==> config.mk <==
export PLATFORM = sky130hd
export DESIGN_NAME = v2f_divmod_arbiter
export DESIGN_NICKNAME = d
export VERILOG_FILES = /design/src/rtl/v2f_divmod_arbiter.sv
export SDC_FILE = /design/constraint.sdc
export NUM_CORES = 2
export LEC_CHECK = 0
export CAP_MARGIN = 10
export CORE_MARGIN = 5
export CORE_UTILIZATION = 40
export CTS_CLUSTER_SIZE = 25
export DETAILED_ROUTE_END_ITERATION = 7
export HOLD_SLACK_MARGIN = 0.12
export PLACE_DENSITY_LB_ADDON = 0.05
export RECOVER_POWER = 25
export SETUP_SLACK_MARGIN = 0.1
export SYNTH_ARGS = -nofsm -noshare
export SYNTH_HDL_FRONTEND = slang
export SYNTH_SLANG_ARGS = --single-unit
==> constraint.sdc <==
create_clock -name clk -period 205.5 [get_ports clk]
set_clock_uncertainty 0.2 [all_clocks]
set_input_delay 30.825 -clock clk [delete_from_list [all_inputs] [get_ports clk]]
set_output_delay 30.825 -clock clk [all_outputs]
set_load 0.005 [all_outputs]
==> src/rtl/v2f_divmod_arbiter.sv <==
// v2f_divmod_arbiter: round-robin shared div/mod pipeline; define V2F_DIVMOD_DZ_TRAP_EN for a sticky divide-by-zero flag
module v2f_divmod_arbiter #(
  parameter int NREQ = 4,
  parameter int WIDTH = 32,
  parameter int LAT = 2,
  parameter int SIGNED = 0
) (
  input  logic                    clk,
  input  logic                    rst,
  input  logic [NREQ-1:0]         req_valid,
  input  logic [NREQ-1:0]         req_mod,
  input  logic [NREQ*WIDTH-1:0]   req_a,
  input  logic [NREQ*WIDTH-1:0]   req_b,
  output logic [NREQ-1:0]         req_ready,
  output logic [NREQ-1:0]         rsp_valid,
  output logic [WIDTH-1:0]        rsp_data,
  output logic                    rsp_dz,
  output logic [2:0]              inflight,
  output logic                    dz_err
);
  localparam int IW = NREQ > 1 ? $clog2(NREQ) : 1;
  localparam logic [WIDTH-1:0] MIN = {1'b1, {(WIDTH-1){1'b0}}};
  logic [IW-1:0] ptr, win;
  logic found, xfer;
  logic [LAT-1:0] sv, sm;
  logic [IW-1:0] sid [LAT];
  logic [WIDTH-1:0] sa [LAT];
  logic [WIDTH-1:0] sb [LAT];
  logic [WIDTH-1:0] fa, fb, bd, res;
  logic signed [WIDTH-1:0] sq, sr;
  logic fm, ovf;
  // scan from ptr upward; the lowest offset wins because it is assigned last
  always_comb begin
    win = '0;
    found = 1'b0;
    for (int k = NREQ - 1; k >= 0; k--) begin
      if (req_valid[(int'(ptr) + k) % NREQ]) begin
        win = IW'((int'(ptr) + k) % NREQ);
        found = 1'b1;
      end
    end
  end
  assign req_ready = (found && !rst) ? (NREQ'(1) << win) : '0;
  assign xfer = found && !rst;
  assign fa = sa[LAT-1];
  assign fb = sb[LAT-1];
  assign fm = sm[LAT-1];
  assign ovf = (SIGNED != 0) && fa == MIN && fb == '1;
  // divisor is forced to 1 in the zero and overflow cases so the divider never sees them
  assign bd = (fb == '0 || ovf) ? WIDTH'(1) : fb;
  assign sq = $signed(fa) / $signed(bd);
  assign sr = $signed(fa) % $signed(bd);
  assign res = fb == '0 ? '0 :
               ovf ? (fm ? '0 : MIN) :
               fm ? ((SIGNED != 0) ? sr : fa % bd) :
               ((SIGNED != 0) ? sq : fa / bd);
  // stage valids: cleared by reset so in-flight work is dropped
  always_ff @(posedge clk) begin
    if (rst) sv <= '0;
    else begin
      sv[0] <= xfer;
      for (int i = 1; i < LAT; i++) sv[i] <= sv[i-1];
    end
  end
  // stage payload: capture winner operands, then shift toward the divider
  always_ff @(posedge clk) begin
    sid[0] <= win;
    sm[0] <= req_mod[win];
    sa[0] <= req_a[int'(win)*WIDTH +: WIDTH];
    sb[0] <= req_b[int'(win)*WIDTH +: WIDTH];
    for (int i = 1; i < LAT; i++) begin
      sid[i] <= sid[i-1];
      sm[i] <= sm[i-1];
      sa[i] <= sa[i-1];
      sb[i] <= sb[i-1];
    end
  end
  // response registers, occupancy counter and priority pointer
  always_ff @(posedge clk) begin
    if (rst) begin
      rsp_valid <= '0;
      rsp_data <= '0;
      rsp_dz <= 1'b0;
      inflight <= '0;
      ptr <= '0;
    end else begin
      rsp_valid <= sv[LAT-1] ? (NREQ'(1) << sid[LAT-1]) : '0;
      rsp_data <= sv[LAT-1] ? res : '0;
      rsp_dz <= sv[LAT-1] && fb == '0;
      inflight <= inflight + 3'(xfer) - 3'(sv[LAT-1]);
      if (xfer) ptr <= (int'(win) == NREQ - 1) ? '0 : win + 1'b1;
    end
  end
`ifdef V2F_DIVMOD_DZ_TRAP_EN
  // sticky flag set by any divide-by-zero response until reset
  always_ff @(posedge clk) begin
    if (rst) dz_err <= 1'b0;
    else if (sv[LAT-1] && fb == '0) dz_err <= 1'b1;
  end
`else
  assign dz_err = 1'b0;
`endif
endmodule

==> results.sh <==
export IMPL_synth_edf_count=0
export IMPL_yosysTopAreaCell="ha_1"
export IMPL_slew_violations=0
export IMPL_synthCells=5411
export IMPL_synth_distinct_cells=117
export IMPL_fill_cells=9817
export IMPL_area_growth_pct=13.8
export IMPL_drc=0
export IMPL_ys_ff_latch=178
export IMPL_reg2reg_depth=283
export IMPL_fin_setup_tns_ns=0
export IMPL_final_period_utilization=0.428
export IMPL_cts_root_buf="clkbuf_16"
export IMPL_critPathKind="reg -> reg"
export IMPL_place_ws_ns=119.81
export IMPL_drtIter0Drc=4183
export IMPL_hp_class="reg -> reg"
export IMPL_crit_fanout=42
export IMPL_syn_area_um2=37600
export IMPL_clk_pin_slew_worst_paths_ns=0.09
export IMPL_grt_setup_unrepaired="no"
export IMPL_synth_ff_type="dfxtp_1"
export IMPL_post_cts_buffers=0
export IMPL_finalHoldViolCount=0
export IMPL_register_area_um2=3560
export IMPL_syn_avg_cell_area_um2=6.94
export IMPL_crit_top_cell="ha_1"
export IMPL_dr_pass1_iters=8
export IMPL_antenna_found_initial=7
export IMPL_routed_wl_mm=181
export IMPL_cts_buffers=17
export IMPL_critPathSlowestCell="a211oi_1"
export IMPL_startpoint_type="flop"
export IMPL_syn_nets=6214
export IMPL_path_delay_family="compound AO/OA/AOI/OAI gates"
export IMPL_worst_slew_pin_slew_ns=1.13
export IMPL_r2r_setup_slack_ns=117.46
export IMPL_grt_first_pass_wirelength_mm=262
export IMPL_fin_crit_ns=88.04
export IMPL_seq_area_frac_synth=0.0949
export IMPL_h_tree_depth=4
export IMPL_async_reset_ff_frac=0
export IMPL_post_drt_wl_per_cell_um=26.2
export IMPL_crit_required_ns=205.56
export IMPL_clock_sinks=178
export IMPL_io_buffers=309
export IMPL_cp_slowest_stage_delay_ns=0.95
export IMPL_hpwl_mm=144
export IMPL_synthTopCellsByCount="nand2_1, ha_1, nor2_1"
export IMPL_gp_congestion=1.01
export IMPL_min_path_cells=0
export IMPL_drive_above_1_share=0.0564
export IMPL_core_area_um2=93200
export IMPL_overflow=0
export IMPL_fmax_ghz=0.0114
export IMPL_die_y_um=316
export IMPL_holdPathEnd="sb[0][53]"
export IMPL_r2r_end="rsp_data[20]"
export IMPL_setup_violations_final=0
export IMPL_multi_input_area_um2=32500
export IMPL_worst_path_buf_inv=20
export IMPL_synth_top_area_frac=0.178
export IMPL_critPathArrivalTime_ns=88.11
export IMPL_clk_path_buf_depth=2
export IMPL_final_nets=6424
export IMPL_maxSlewHeadroom=0.249
export IMPL_r2r_start="sb[0][63]"
export IMPL_initial_core_util=0.403
export IMPL_cts_tree="built"
export IMPL_finalNonFillerCells=6892
export IMPL_drv_cap=0
export IMPL_synthMostInstantiatedCell="nand2_1"
export IMPL_yosysWarnings=0
export IMPL_gr_usage_all_layers=0.344
export IMPL_cp_end_kind="flop"
export IMPL_viasPerCell=6.30
export IMPL_clk_latency_ns=0.53
export IMPL_ios=311
export IMPL_grt_pass1_vias=40908
export IMPL_ant_nets=0
export IMPL_finalWorstSetupSlack_ns=117.46
export IMPL_outcome="finished clean"
export IMPL_die_w_um=316
export IMPL_hp_start="sb[0][21]"
export IMPL_die_area_um2=100000
export IMPL_synthTopCellsByArea="ha_1, dfxtp_1, nand2_1"
export IMPL_dp_cells=6854
export IMPL_num_rows=112
export IMPL_grt_max_degree=73
export IMPL_num_vias=43401
## final cells by class
cell class                 instances  share of cell area
timing repair buffer             389              0.0865
tap                             1254              0.0367
sequential                       178              0.0834
clock inverter                    15             0.00410
antenna                            4            0.000234
clock buffer                      17             0.00995
inverter                         216              0.0191
multi-input combinational       4819               0.760
## sequential cells by signal, indices dropped and copies added, names as in the netlist
name and count:
sa 64, rsp_valid 4, sm 2, inflight 3
sb 64, rsp_dz 1, rsp_data 32, sid 4
ptr 2, sv 2
## worst max path at each step
stage	startpoint	to	slack, ns	depth (start not counted)
2_1_floorplan	sb[0][41]	rsp_data[10]	135.64	296
3_3_place_gp	sb[0][63]	rsp_data[11]	119.21	278
3_5_place_dp	sb[0][63]	rsp_data[20]	119.81	282
4_1_cts	sb[0][63]	rsp_data[20]	119.40	282
5_1_grt	sb[0][63]	rsp_data[20]	112.88	285
6_report	sb[0][63]	rsp_data[20]	117.46	283
## cells in the final DEF (no fill, tap or decap), types with 17 or more instances in the layout
cell             netlist  layout
nor2b_1               38      38
nand3_1              118     118
nand2_1              776     776
nand2b_1              39      39
a21o_1               167     167
mux2_2                42      42
a211o_1               25      25
nor3_1               177     177
a21boi_0              31      31
nor4_1                37      36
nand4_1               67      67
o21a_1               137     137
or3_1                 54      54
o211a_1               19      19
a31oi_1              140     139
ha_1                 535     535
o31a_1                20      20
o21ai_0              277     276
a211oi_1              60      60
o211ai_1              55      55
xnor2_1              205     205
o22ai_1               28      27
inv_1                214     205
buf_4                  4      76
clkdlybuf4s50_1        0     309
and3_1               111     111
dfxtp_1              178     177
o31ai_1               48      48
a21oi_1              432     428
and2_1                31      31
a31o_2                19      19
or2_2                 58      58
xor2_1               136     136
mux2i_1               45      45
clkbuf_16              0      17
o221ai_1              18      18
nor2_1               497     495
o21bai_1              40      40
## per-layer routing
layer / GRT usage / vias up / wire length [um]
met4: 0.140 / 2 / 8720
li1: - / 20513 / -
met1: 0.453 / 20350 / 76600
met2: 0.556 / 2161 / 78900
met5: 0 / - / 17
met3: 0.0641 / 375 / 16700
## cell families after synthesis
kind of cell	share of synthesized area
and+or+nand+nor	0.259
muxes	0.0260
xor gates and xnor gates	0.0795
buffers and inverters	0.0427
adders and majority gates	0.179
AOI/OAI and AO/OA	0.318
DFF	0.0949
other	0.0000999
## metrics by stage
step,util,hold slack (ns),area (um2)
after floorplan,-,0.110,37600
after global placement,0.452,0.110,42100
after detailed placement,0.452,0.113,42100
after CTS,0.459,0.129,42700
after global routing,0.459,0.133,42700
final,0.459,0.127,42700
## timing repair
item                                   CTS  global route
resized for setup                        0             0
hold buffers                             2             0
endpoints found under the hold margin    2             0
Power is left out: the tool's default activity adds up to more than one toggle a clock period on the data nets, which glitch-free logic cannot reach.
